===== src/rtl/tmvp_job_scheduler_if.sv =====
// Requester, core-control, operand-address and coefficient-stream signals of tmvp_job_scheduler.
// master = requesters/core side that drives requests and core status; slave = the scheduler.
interface tmvp_job_scheduler_if #(
  parameter int N          = 512,
  parameter int DATA_WIDTH = 8,
  parameter int BASE_WIDTH = 12
);
  localparam int AW = $clog2(N);

  logic                  req_0, req_1;
  logic [BASE_WIDTH-1:0] base_f_0, base_f_1, base_g_0, base_g_1;
  logic                  grant_0, grant_1, job_done_0, job_done_1, len_err;
  logic                  core_start, core_ready, core_done;
  logic [AW-1:0]         core_f_addr, core_g_addr;
  logic [BASE_WIDTH-1:0] bank_f_addr, bank_g_addr;
  logic [DATA_WIDTH-1:0] core_tdata, out_tdata;
  logic                  core_tvalid, out_tvalid_0, out_tvalid_1;
  logic [AW-1:0]         out_index;
  logic                  err_timeout;

  modport master (
    output req_0, req_1, base_f_0, base_f_1, base_g_0, base_g_1,
    output core_ready, core_done, core_f_addr, core_g_addr, core_tdata, core_tvalid,
    input  grant_0, grant_1, job_done_0, job_done_1, len_err, core_start,
    input  bank_f_addr, bank_g_addr, out_tdata, out_tvalid_0, out_tvalid_1, out_index, err_timeout
  );

  modport slave (
    input  req_0, req_1, base_f_0, base_f_1, base_g_0, base_g_1,
    input  core_ready, core_done, core_f_addr, core_g_addr, core_tdata, core_tvalid,
    output grant_0, grant_1, job_done_0, job_done_1, len_err, core_start,
    output bank_f_addr, bank_g_addr, out_tdata, out_tvalid_0, out_tvalid_1, out_index, err_timeout
  );
endinterface


===== src/rtl/tmvp_job_scheduler.sv =====
// Round-robin share of one TMVP core by two requesters; bank address is combinational, out stream 1-cycle registered.
// No stall path: requests wait in IDLE for core_ready, beats are never held. TMVP_WATCHDOG_EN adds a watchdog and HALT state.
module tmvp_job_scheduler #(
  parameter int N            = 512,
  parameter int REAL_N       = 509,
  parameter int DATA_WIDTH   = 8,
  parameter int BASE_WIDTH   = 12,
  parameter int DRAIN_CYCLES = 2,
  parameter int WDOG_CYCLES  = 65535
) (
  input logic                 clk,
  input logic                 reset,
  tmvp_job_scheduler_if.slave bus
);
  localparam int AW  = $clog2(N);
  localparam int DCW = $clog2(DRAIN_CYCLES + 1);
  localparam logic [AW-1:0]  REAL_N_C   = AW'(REAL_N);
  localparam logic [DCW-1:0] DRAIN_LAST = DCW'(DRAIN_CYCLES - 1);

`ifdef TMVP_WATCHDOG_EN
  typedef enum logic [2:0] {S_IDLE, S_START, S_RUN, S_DRAIN, S_HALT} state_t;
`else
  typedef enum logic [1:0] {S_IDLE, S_START, S_RUN, S_DRAIN} state_t;
`endif

  state_t                state_q, state_d;
  logic                  owner_q, rr_last_q, win_id, take, active, drain_last, fwd, wdog_trip;
  logic [BASE_WIDTH-1:0] base_f_q, base_g_q;
  logic [AW-1:0]         beat_cnt_q, out_index_q;
  logic [DCW-1:0]        drain_cnt_q;
  logic [DATA_WIDTH-1:0] out_tdata_q;
  logic                  out_tvalid_0_q, out_tvalid_1_q;

  // On a tie the requester that did not win last time goes first.
  assign win_id     = (bus.req_0 & bus.req_1) ? ~rr_last_q : bus.req_1;
  assign active     = (state_q == S_START) || (state_q == S_RUN) || (state_q == S_DRAIN);
  assign fwd        = bus.core_tvalid && ((state_q == S_RUN) || (state_q == S_DRAIN));
  assign drain_last = (state_q == S_DRAIN) && (drain_cnt_q == DRAIN_LAST) && !wdog_trip;

`ifdef TMVP_WATCHDOG_EN
  localparam int WW = $clog2(WDOG_CYCLES + 1);
  localparam logic [WW-1:0] WDOG_LAST = WW'(WDOG_CYCLES - 1);
  logic [WW-1:0] wdog_cnt_q;
  logic          err_q;

  assign wdog_trip = active && (wdog_cnt_q == WDOG_LAST);

  always_ff @(posedge clk) begin
    if (!reset) begin
      wdog_cnt_q <= '0;
      err_q      <= 1'b0;
    end else begin
      wdog_cnt_q <= active ? wdog_cnt_q + 1'b1 : '0;
      if (wdog_trip) err_q <= 1'b1;
    end
  end

  assign bus.err_timeout = err_q;
`else
  assign wdog_trip       = 1'b0;
  assign bus.err_timeout = 1'b0;
`endif

  always_comb begin
    state_d = state_q;
    take    = 1'b0;
    case (state_q)
      S_IDLE: begin
        if ((bus.req_0 | bus.req_1) && bus.core_ready) begin
          take    = 1'b1;
          state_d = S_START;
        end
      end
      S_START: state_d = S_RUN;
      S_RUN:   if (bus.core_done) state_d = S_DRAIN;
      S_DRAIN: if (drain_last) state_d = S_IDLE;
      default: state_d = state_q;
    endcase
`ifdef TMVP_WATCHDOG_EN
    if (wdog_trip) state_d = S_HALT;
`endif
  end

  always_ff @(posedge clk) begin
    if (!reset) begin
      state_q        <= S_IDLE;
      owner_q        <= 1'b0;
      rr_last_q      <= 1'b1;
      base_f_q       <= '0;
      base_g_q       <= '0;
      beat_cnt_q     <= '0;
      drain_cnt_q    <= '0;
      out_tdata_q    <= '0;
      out_index_q    <= '0;
      out_tvalid_0_q <= 1'b0;
      out_tvalid_1_q <= 1'b0;
    end else begin
      state_q        <= state_d;
      drain_cnt_q    <= (state_q == S_DRAIN) ? drain_cnt_q + 1'b1 : '0;
      out_tvalid_0_q <= fwd && !owner_q;
      out_tvalid_1_q <= fwd && owner_q;
      if (take) begin
        owner_q    <= win_id;
        rr_last_q  <= win_id;
        base_f_q   <= win_id ? bus.base_f_1 : bus.base_f_0;
        base_g_q   <= win_id ? bus.base_g_1 : bus.base_g_0;
        beat_cnt_q <= '0;
      end
      if (fwd) begin
        out_tdata_q <= bus.core_tdata;
        out_index_q <= beat_cnt_q;
        if (beat_cnt_q != REAL_N_C) beat_cnt_q <= beat_cnt_q + 1'b1;
      end
      if (drain_last) beat_cnt_q <= '0;
    end
  end

  assign bus.grant_0      = active && !owner_q;
  assign bus.grant_1      = active && owner_q;
  assign bus.job_done_0   = drain_last && !owner_q;
  assign bus.job_done_1   = drain_last && owner_q;
  assign bus.len_err      = drain_last && (beat_cnt_q != REAL_N_C);
  assign bus.core_start   = (state_q == S_START);
  // Kept combinational so the core sees its usual BRAM read latency.
  assign bus.bank_f_addr  = base_f_q + BASE_WIDTH'(bus.core_f_addr);
  assign bus.bank_g_addr  = base_g_q + BASE_WIDTH'(bus.core_g_addr);
  assign bus.out_tdata    = out_tdata_q;
  assign bus.out_index    = out_index_q;
  assign bus.out_tvalid_0 = out_tvalid_0_q;
  assign bus.out_tvalid_1 = out_tvalid_1_q;
endmodule

===== src/flat_wrapper.sv =====
// flat-port wrapper written by rule: the top's interface ports become plain ports
module tmvp_job_scheduler_flat 
#(
  parameter int N            = 512,
  parameter int REAL_N       = 509,
  parameter int DATA_WIDTH   = 8,
  parameter int BASE_WIDTH   = 12,
  parameter int DRAIN_CYCLES = 2,
  parameter int WDOG_CYCLES  = 65535
)
  (clk, reset, bus_req_0, bus_req_1, bus_base_f_0, bus_base_f_1, bus_base_g_0, bus_base_g_1, bus_core_ready, bus_core_done, bus_core_f_addr, bus_core_g_addr, bus_core_tdata, bus_core_tvalid, bus_grant_0, bus_grant_1, bus_job_done_0, bus_job_done_1, bus_len_err, bus_core_start, bus_bank_f_addr, bus_bank_g_addr, bus_out_tdata, bus_out_tvalid_0, bus_out_tvalid_1, bus_out_index, bus_err_timeout);
  tmvp_job_scheduler_if #(.N(N), .DATA_WIDTH(DATA_WIDTH), .BASE_WIDTH(BASE_WIDTH)) bus_i ();
  input logic clk;
  input logic reset;
  input wire logic [$bits(bus_i.req_0)-1:0] bus_req_0;
  input wire logic [$bits(bus_i.req_1)-1:0] bus_req_1;
  input wire logic [$bits(bus_i.base_f_0)-1:0] bus_base_f_0;
  input wire logic [$bits(bus_i.base_f_1)-1:0] bus_base_f_1;
  input wire logic [$bits(bus_i.base_g_0)-1:0] bus_base_g_0;
  input wire logic [$bits(bus_i.base_g_1)-1:0] bus_base_g_1;
  input wire logic [$bits(bus_i.core_ready)-1:0] bus_core_ready;
  input wire logic [$bits(bus_i.core_done)-1:0] bus_core_done;
  input wire logic [$bits(bus_i.core_f_addr)-1:0] bus_core_f_addr;
  input wire logic [$bits(bus_i.core_g_addr)-1:0] bus_core_g_addr;
  input wire logic [$bits(bus_i.core_tdata)-1:0] bus_core_tdata;
  input wire logic [$bits(bus_i.core_tvalid)-1:0] bus_core_tvalid;
  output wire logic [$bits(bus_i.grant_0)-1:0] bus_grant_0;
  output wire logic [$bits(bus_i.grant_1)-1:0] bus_grant_1;
  output wire logic [$bits(bus_i.job_done_0)-1:0] bus_job_done_0;
  output wire logic [$bits(bus_i.job_done_1)-1:0] bus_job_done_1;
  output wire logic [$bits(bus_i.len_err)-1:0] bus_len_err;
  output wire logic [$bits(bus_i.core_start)-1:0] bus_core_start;
  output wire logic [$bits(bus_i.bank_f_addr)-1:0] bus_bank_f_addr;
  output wire logic [$bits(bus_i.bank_g_addr)-1:0] bus_bank_g_addr;
  output wire logic [$bits(bus_i.out_tdata)-1:0] bus_out_tdata;
  output wire logic [$bits(bus_i.out_tvalid_0)-1:0] bus_out_tvalid_0;
  output wire logic [$bits(bus_i.out_tvalid_1)-1:0] bus_out_tvalid_1;
  output wire logic [$bits(bus_i.out_index)-1:0] bus_out_index;
  output wire logic [$bits(bus_i.err_timeout)-1:0] bus_err_timeout;
  assign bus_i.req_0 = bus_req_0;
  assign bus_i.req_1 = bus_req_1;
  assign bus_i.base_f_0 = bus_base_f_0;
  assign bus_i.base_f_1 = bus_base_f_1;
  assign bus_i.base_g_0 = bus_base_g_0;
  assign bus_i.base_g_1 = bus_base_g_1;
  assign bus_i.core_ready = bus_core_ready;
  assign bus_i.core_done = bus_core_done;
  assign bus_i.core_f_addr = bus_core_f_addr;
  assign bus_i.core_g_addr = bus_core_g_addr;
  assign bus_i.core_tdata = bus_core_tdata;
  assign bus_i.core_tvalid = bus_core_tvalid;
  assign bus_grant_0 = bus_i.grant_0;
  assign bus_grant_1 = bus_i.grant_1;
  assign bus_job_done_0 = bus_i.job_done_0;
  assign bus_job_done_1 = bus_i.job_done_1;
  assign bus_len_err = bus_i.len_err;
  assign bus_core_start = bus_i.core_start;
  assign bus_bank_f_addr = bus_i.bank_f_addr;
  assign bus_bank_g_addr = bus_i.bank_g_addr;
  assign bus_out_tdata = bus_i.out_tdata;
  assign bus_out_tvalid_0 = bus_i.out_tvalid_0;
  assign bus_out_tvalid_1 = bus_i.out_tvalid_1;
  assign bus_out_index = bus_i.out_index;
  assign bus_err_timeout = bus_i.err_timeout;
  tmvp_job_scheduler #(.N(N), .REAL_N(REAL_N), .DATA_WIDTH(DATA_WIDTH), .BASE_WIDTH(BASE_WIDTH), .DRAIN_CYCLES(DRAIN_CYCLES), .WDOG_CYCLES(WDOG_CYCLES)) u_core (.clk(clk), .reset(reset), .bus(bus_i));
endmodule

===== config.mk =====
export PLATFORM = sky130hd
export DESIGN_NAME = tmvp_job_scheduler_flat
export DESIGN_NICKNAME = d
export VERILOG_FILES = /design/src/rtl/tmvp_job_scheduler_if.sv /design/src/rtl/tmvp_job_scheduler.sv /design/src/flat_wrapper.sv
export SDC_FILE = /design/constraint.sdc
export NUM_CORES = 1
export LEC_CHECK = 0
export ABC_AREA = 1
export BUFFER_PORTS_ARGS = -buffer_cell sky130_fd_sc_hd__buf_2
export CAP_MARGIN = 25
export CORE_MARGIN = 2
export CORE_UTILIZATION = 38
export DETAILED_ROUTE_END_ITERATION = 8
export HOLD_SLACK_MARGIN = 0.03
export MAX_ROUTING_LAYER = met4
export SYNTH_ARGS = -nofsm -noshare
export SYNTH_HDL_FRONTEND = slang
export SYNTH_SLANG_ARGS = --single-unit

===== constraint.sdc =====
create_clock -name clk -period 2.3 [get_ports clk]
set_input_delay 0.345 -clock clk [delete_from_list [all_inputs] [get_ports clk]]
set_output_delay 0.345 -clock clk [all_outputs]
set_load 0.02 [all_outputs]

Yosys cells after proc, flatten, opt, wreduce, memory -nomap -nowiden
Cells that the tools add are included.
{"block": "op_classes", "n_mux": 12, "eq_ne": 8, "add_sub_neg": 4, "reduce_logical": 18, "n_bitwise": 4}
{"cell": "$mux 9", "n": 3}
{"cell": "$add 12x9->12", "n": 2}
{"cell": "$mux 12", "n": 2}
{"cell": "$logic_and 1x1->1", "n": 10}
{"cell": "$add 9x1->9 const B", "n": 1}
{"cell": "$ne 9x9->1 const B", "n": 1}
{"cell": "$pmux 2 s4", "n": 1}
{"cell": "$mux 2", "n": 3}
{"cell": "$eq 2x1->1 const B", "n": 2}
{"cell": "$eq 2x2->1 const B", "n": 2}
{"cell": "$ne 2x1->1 const B", "n": 2}
{"cell": "$logic_or 1x1->1", "n": 3}
{"cell": "$mux 1", "n": 3}
{"cell": "$reduce_and 3->1", "n": 1}
{"cell": "$add 2x1->2 const B", "n": 1}
{"cell": "$logic_not 2->1", "n": 1}
{"cell": "$ne 2x2->1 const B", "n": 1}
{"cell": "$not 1->1", "n": 2}
{"cell": "$reduce_and 2->1", "n": 1}
{"cell": "$reduce_or 2->1", "n": 1}
{"cell": "$and 1x1->1", "n": 1}
{"cell": "$logic_not 1->1", "n": 1}
{"cell": "$or 1x1->1", "n": 1}
{"block": "word_totals", "wordCells": 57, "ff_bits": 58, "out_inout_bits": 50, "in_bits": 81}

Logic depth before layout (Yosys ltp)
{"block": "depth", "ltp_word": 7, "ltp_mapped": 9, "ltp_nobuf": 9}

Least setup slack after synthesis
No wires, ideal clock.
{"block": "synth_timing", "path_type": "input -> output", "startpoint": "in bus_core_f_addr[0]", "endpoint": "out bus_bank_f_addr[6]", "required_time_ns": 1.955, "stages": 7, "path_slack_ns": 0.316, "arrival_time_ns": 1.639, "cell_sequence": "ha_1 > fa_1 > nand3_1 > nand3_1 > nand2_1 > nand2_1 > xor2_1"}
{"block": "synth_via", "elab_chain_cells": 1}
{"item": "start: declaration", "line": "flat_wrapper.sv:23", "source": "input wire logic [$bits(bus_i.core_f_addr)-1:0] bus_core_f_addr;"}
{"item": "$add 12x9->12", "line": "tmvp_job_scheduler.sv:125", "source": "assign bus.bank_f_addr = base_f_q + BASE_WIDTH'(bus.core_f_addr);"}
{"item": "end: declaration", "line": "flat_wrapper.sv:33", "source": "output wire logic [$bits(bus_i.bank_f_addr)-1:0] bus_bank_f_addr;"}
No other way between the ends.

Worst setup path in the final report
{"block": "layout_timing", "startpoint": "reg u_core.base_f_q[0]", "endpoint": "out bus_bank_f_addr[8]"}
{"block": "layout_via", "elab_chain_cells": 1}
{"item": "start: declaration", "line": "tmvp_job_scheduler.sv:28", "source": "logic [BASE_WIDTH-1:0] base_f_q, base_g_q;"}
{"item": "start signal: assignment", "line": "tmvp_job_scheduler.sv:105", "source": "base_f_q <= win_id ? bus.base_f_1 : bus.base_f_0;"}
{"item": "$add 12x9->12", "line": "tmvp_job_scheduler.sv:125"}
No other way between the ends.

==> results.ini <==
[outcome]
status = completed

[cts]
worstSkewPairLatency_ns = 0.34
cts_tree = done
ctsHtreeMaxLevel = 3
holdBufCountCts = 0
cts_buffers = 9
clock_sinks = 58
path_clk_slew_ns = 0.08
clk_path_buf_depth = 2
cts_root_buf = clkbuf_8

[logic_synthesis]
syn_area_per_cell_um2 = 6.440
ys_ff_latch = 58
synthSimpleGateAreaFrac_pct = 30.52
synthAdderAreaFrac_pct = 9.255
synth_compound_area_share_pct = 15.56
synth_top_family_by_area = simple AND/OR/NAND/NOR gates
yosysSeqAreaShare_pct = 30.46
synth_flop_cell = dfxtp_1
synthTopCellsByCount = nand2_1, nor2_1, inv_1
synthArstFlopShare_pct = 0
synthCells = 592
synth_top_cell_by_area = dfxtp_1
synthXorXnorAreaFrac_pct = 2.757
synthDominantCellAreaShare_pct = 30.46
synth_area_um2 = 3812
synthMuxAreaShare_pct = 0
yosysMostFrequentCell = nand2_1
ys_warn_count = 0
synth.area.top_cells = dfxtp_1, nand2_1, ha_1, nor2_1, inv_1
synth_fp_nets = 700
synth_edf_count = 0
synth.distinct_cells = 33

[routing]
viasPerCell = 4.672
dr.first_iter.drc_count = 163
wire_per_inst_um = 11.76
ant_nets = 0
totalWireLength_um = 10070
drcViolationCount = 0
num_vias = 3999
firstDrtPassIters = 4

[setup_path]
cp.required_ns = 1.96
path_class = reg2out
crit_arrival_ns = 1.86
crit_fanout = 3
crit_path_start_kind = register
end_kind = output pin

[floorplanning]
core_um2 = 9774
dieArea_um2 = 10850
io_pins = 131
start_util_pct = 39.00
rows = 36
dieWidth_um = 104.2
die_h_um = 104.2

[placement]
numPortBuffers = 129
dpl.hpwl_um = 7582
dpl_cell_area_um2 = 4549
place_ws_ns = 0.1688
gp_congestion = 0.8417

[final_layout]
fillers = 1034
drive_gt1_share_pct = 25.03
diodes = 0
nets = 826
final_cell_area_um2 = 4832
syn_to_final_growth_pct = 26.75
fin_util_pct = 49.44

[timing]
max-slew-margin-rel_pct = 66.16
period_share_pct = 95.83
finalWorstSetupSlack_ns = 0.09582
final_hold_viol_count = 0
fmax_mhz = 453.7
setup_violations = 0
tightest_slew_ns = 0.5075
period_minus_slack_ns = 2.204
rsz0062_at_grt = yes
fin_skew_ns = 0.01465
drv_slew = 0

[grt]
grt_pass1_wl_um = 16640
grt_overflow_total = 0
antenna_found_initial = 0
grt_pass1_vias = 3768
track_usage_pct = 18.89
grt_max_degree = 50

[power_and_ir_drop]
power.density_nw_per_um2 = 932.1
peakVddDrop_v = 0.0005645
leakage_nw = 2.501

[flow_run]
cap_violations = 0

[hold_path]
hold_class = in2reg

-- final cells by class --
class / instances / area (µm²) / area share [%]
clock inverters: 7 / 78.83 / 1.631
inverters: 82 / 307.8 / 6.370
clock buffers: 9 / 123.9 / 2.563
multi-input cells: 432 / 2287 / 47.33
flip-flops and latches: 58 / 1162 / 24.05
well taps: 133 / 166.4 / 3.444
repair buffers: 135 / 705.7 / 14.60
-- sequential cells by signal (all words and copies together), names as in the netlist --
| register | cells |
|---|---|
| u_core.beat_cnt_q | 9 |
| u_core.bus.out_tvalid_1 | 1 |
| u_core.base_f_q | 12 |
| u_core.bus.out_tdata | 8 |
| u_core.state_q | 2 |
| u_core.owner_q | 1 |
| u_core.base_g_q | 12 |
| u_core.drain_cnt_q | 2 |
| u_core.bus.out_tvalid_0 | 1 |
| u_core.rr_last_q | 1 |
| u_core.bus.out_index | 9 |
-- logic make-up (layout without fill, tap and decap cells) --
family / count (synthesis) / count (layout)
other: 1 / 1
DFF: 58 / 58
buffers and inverters: 102 / 233
xor gates and xnor gates: 12 / 12
AOI/OAI and AO/OA: 114 / 114
adders and majority gates: 27 / 27
and+or+nand+nor: 278 / 278
-- worst max-delay path: stages (launching register included) --
cell and delay, ns:
dfxtp_2 0.34, ha_4 0.16, fa_2 0.42, nand3_2 0.09, nand3_2 0.09, nand4_1 0.12
nand2_1 0.06, nand2_1 0.05, nand2_1 0.05, buf_4 0.15
-- path summary, 6_finish.rpt --
path                               from                     to  slack [ns]  cells after the start
setup / recovery     u_core.base_f_q[0]     bus_bank_f_addr[8]         0.1                      9
hold / removal          bus_base_g_1[8]     u_core.base_g_q[8]        0.23                      3
setup reg to reg      u_core.state_q[0]     u_core.base_f_q[4]        0.68                      8
hold reg to reg   u_core.drain_cnt_q[0]  u_core.drain_cnt_q[0]        0.44                      1
-- routing by layer --
layer  wire length (µm)  track usage, %  up-vias
li1                   -               -     2135
met1               4623           22.72     1743
met2               4774           32.10      113
met3                598           4.323        8
met4                 70           4.633        0
met5                  0               -        -
-- cells in the final DEF, fill, tap and decap left out, types with 3 or more instances in the layout --
cell type,count
buf_4,6
dfxtp_1,57
xor2_1,11
nor2_1,80
nand3_1,32
nor3_1,5
nand3_2,4
o21ai_1,10
nand4_1,8
a21oi_1,39
inv_1,80
clkinvlp_4,3
ha_1,17
ha_2,7
o21ai_0,60
buf_2,128
clkbuf_8,9
nand2_1,139
-- through the flow --
| step | std cells | hold WS, ns | power [W] | TNS [ns] |
|---|---|---|---|---|
| after floorplan | 592 | 0.4071 | 0.002920 | 0 |
| after global placement | 838 | 0.4150 | 0.003484 | 0 |
| after detailed placement | 838 | 0.4263 | 0.003528 | 0 |
| after CTS | 854 | 0.2214 | 0.004511 | 0 |
| after global routing | 856 | 0.2263 | 0.004891 | -0.03267 |
| final | 856 | 0.2321 | 0.004504 | 0 |
-- timing repair --
action | CTS | global route
buffers inserted | 0 | 2
pin swaps | 0 | 3
endpoints found under the setup margin | 2 | 9
resized for setup | 1 | 18
-- power breakdown --
group | switching (W) | total (W) | internal, W
sequential | 0.000157 | 0.00139 | 0.00123
combinational | 0.00137 | 0.00216 | 0.000782
clock | 0.000456 | 0.000962 | 0.000507
Note: power is estimated with default switching activity, not from simulation.
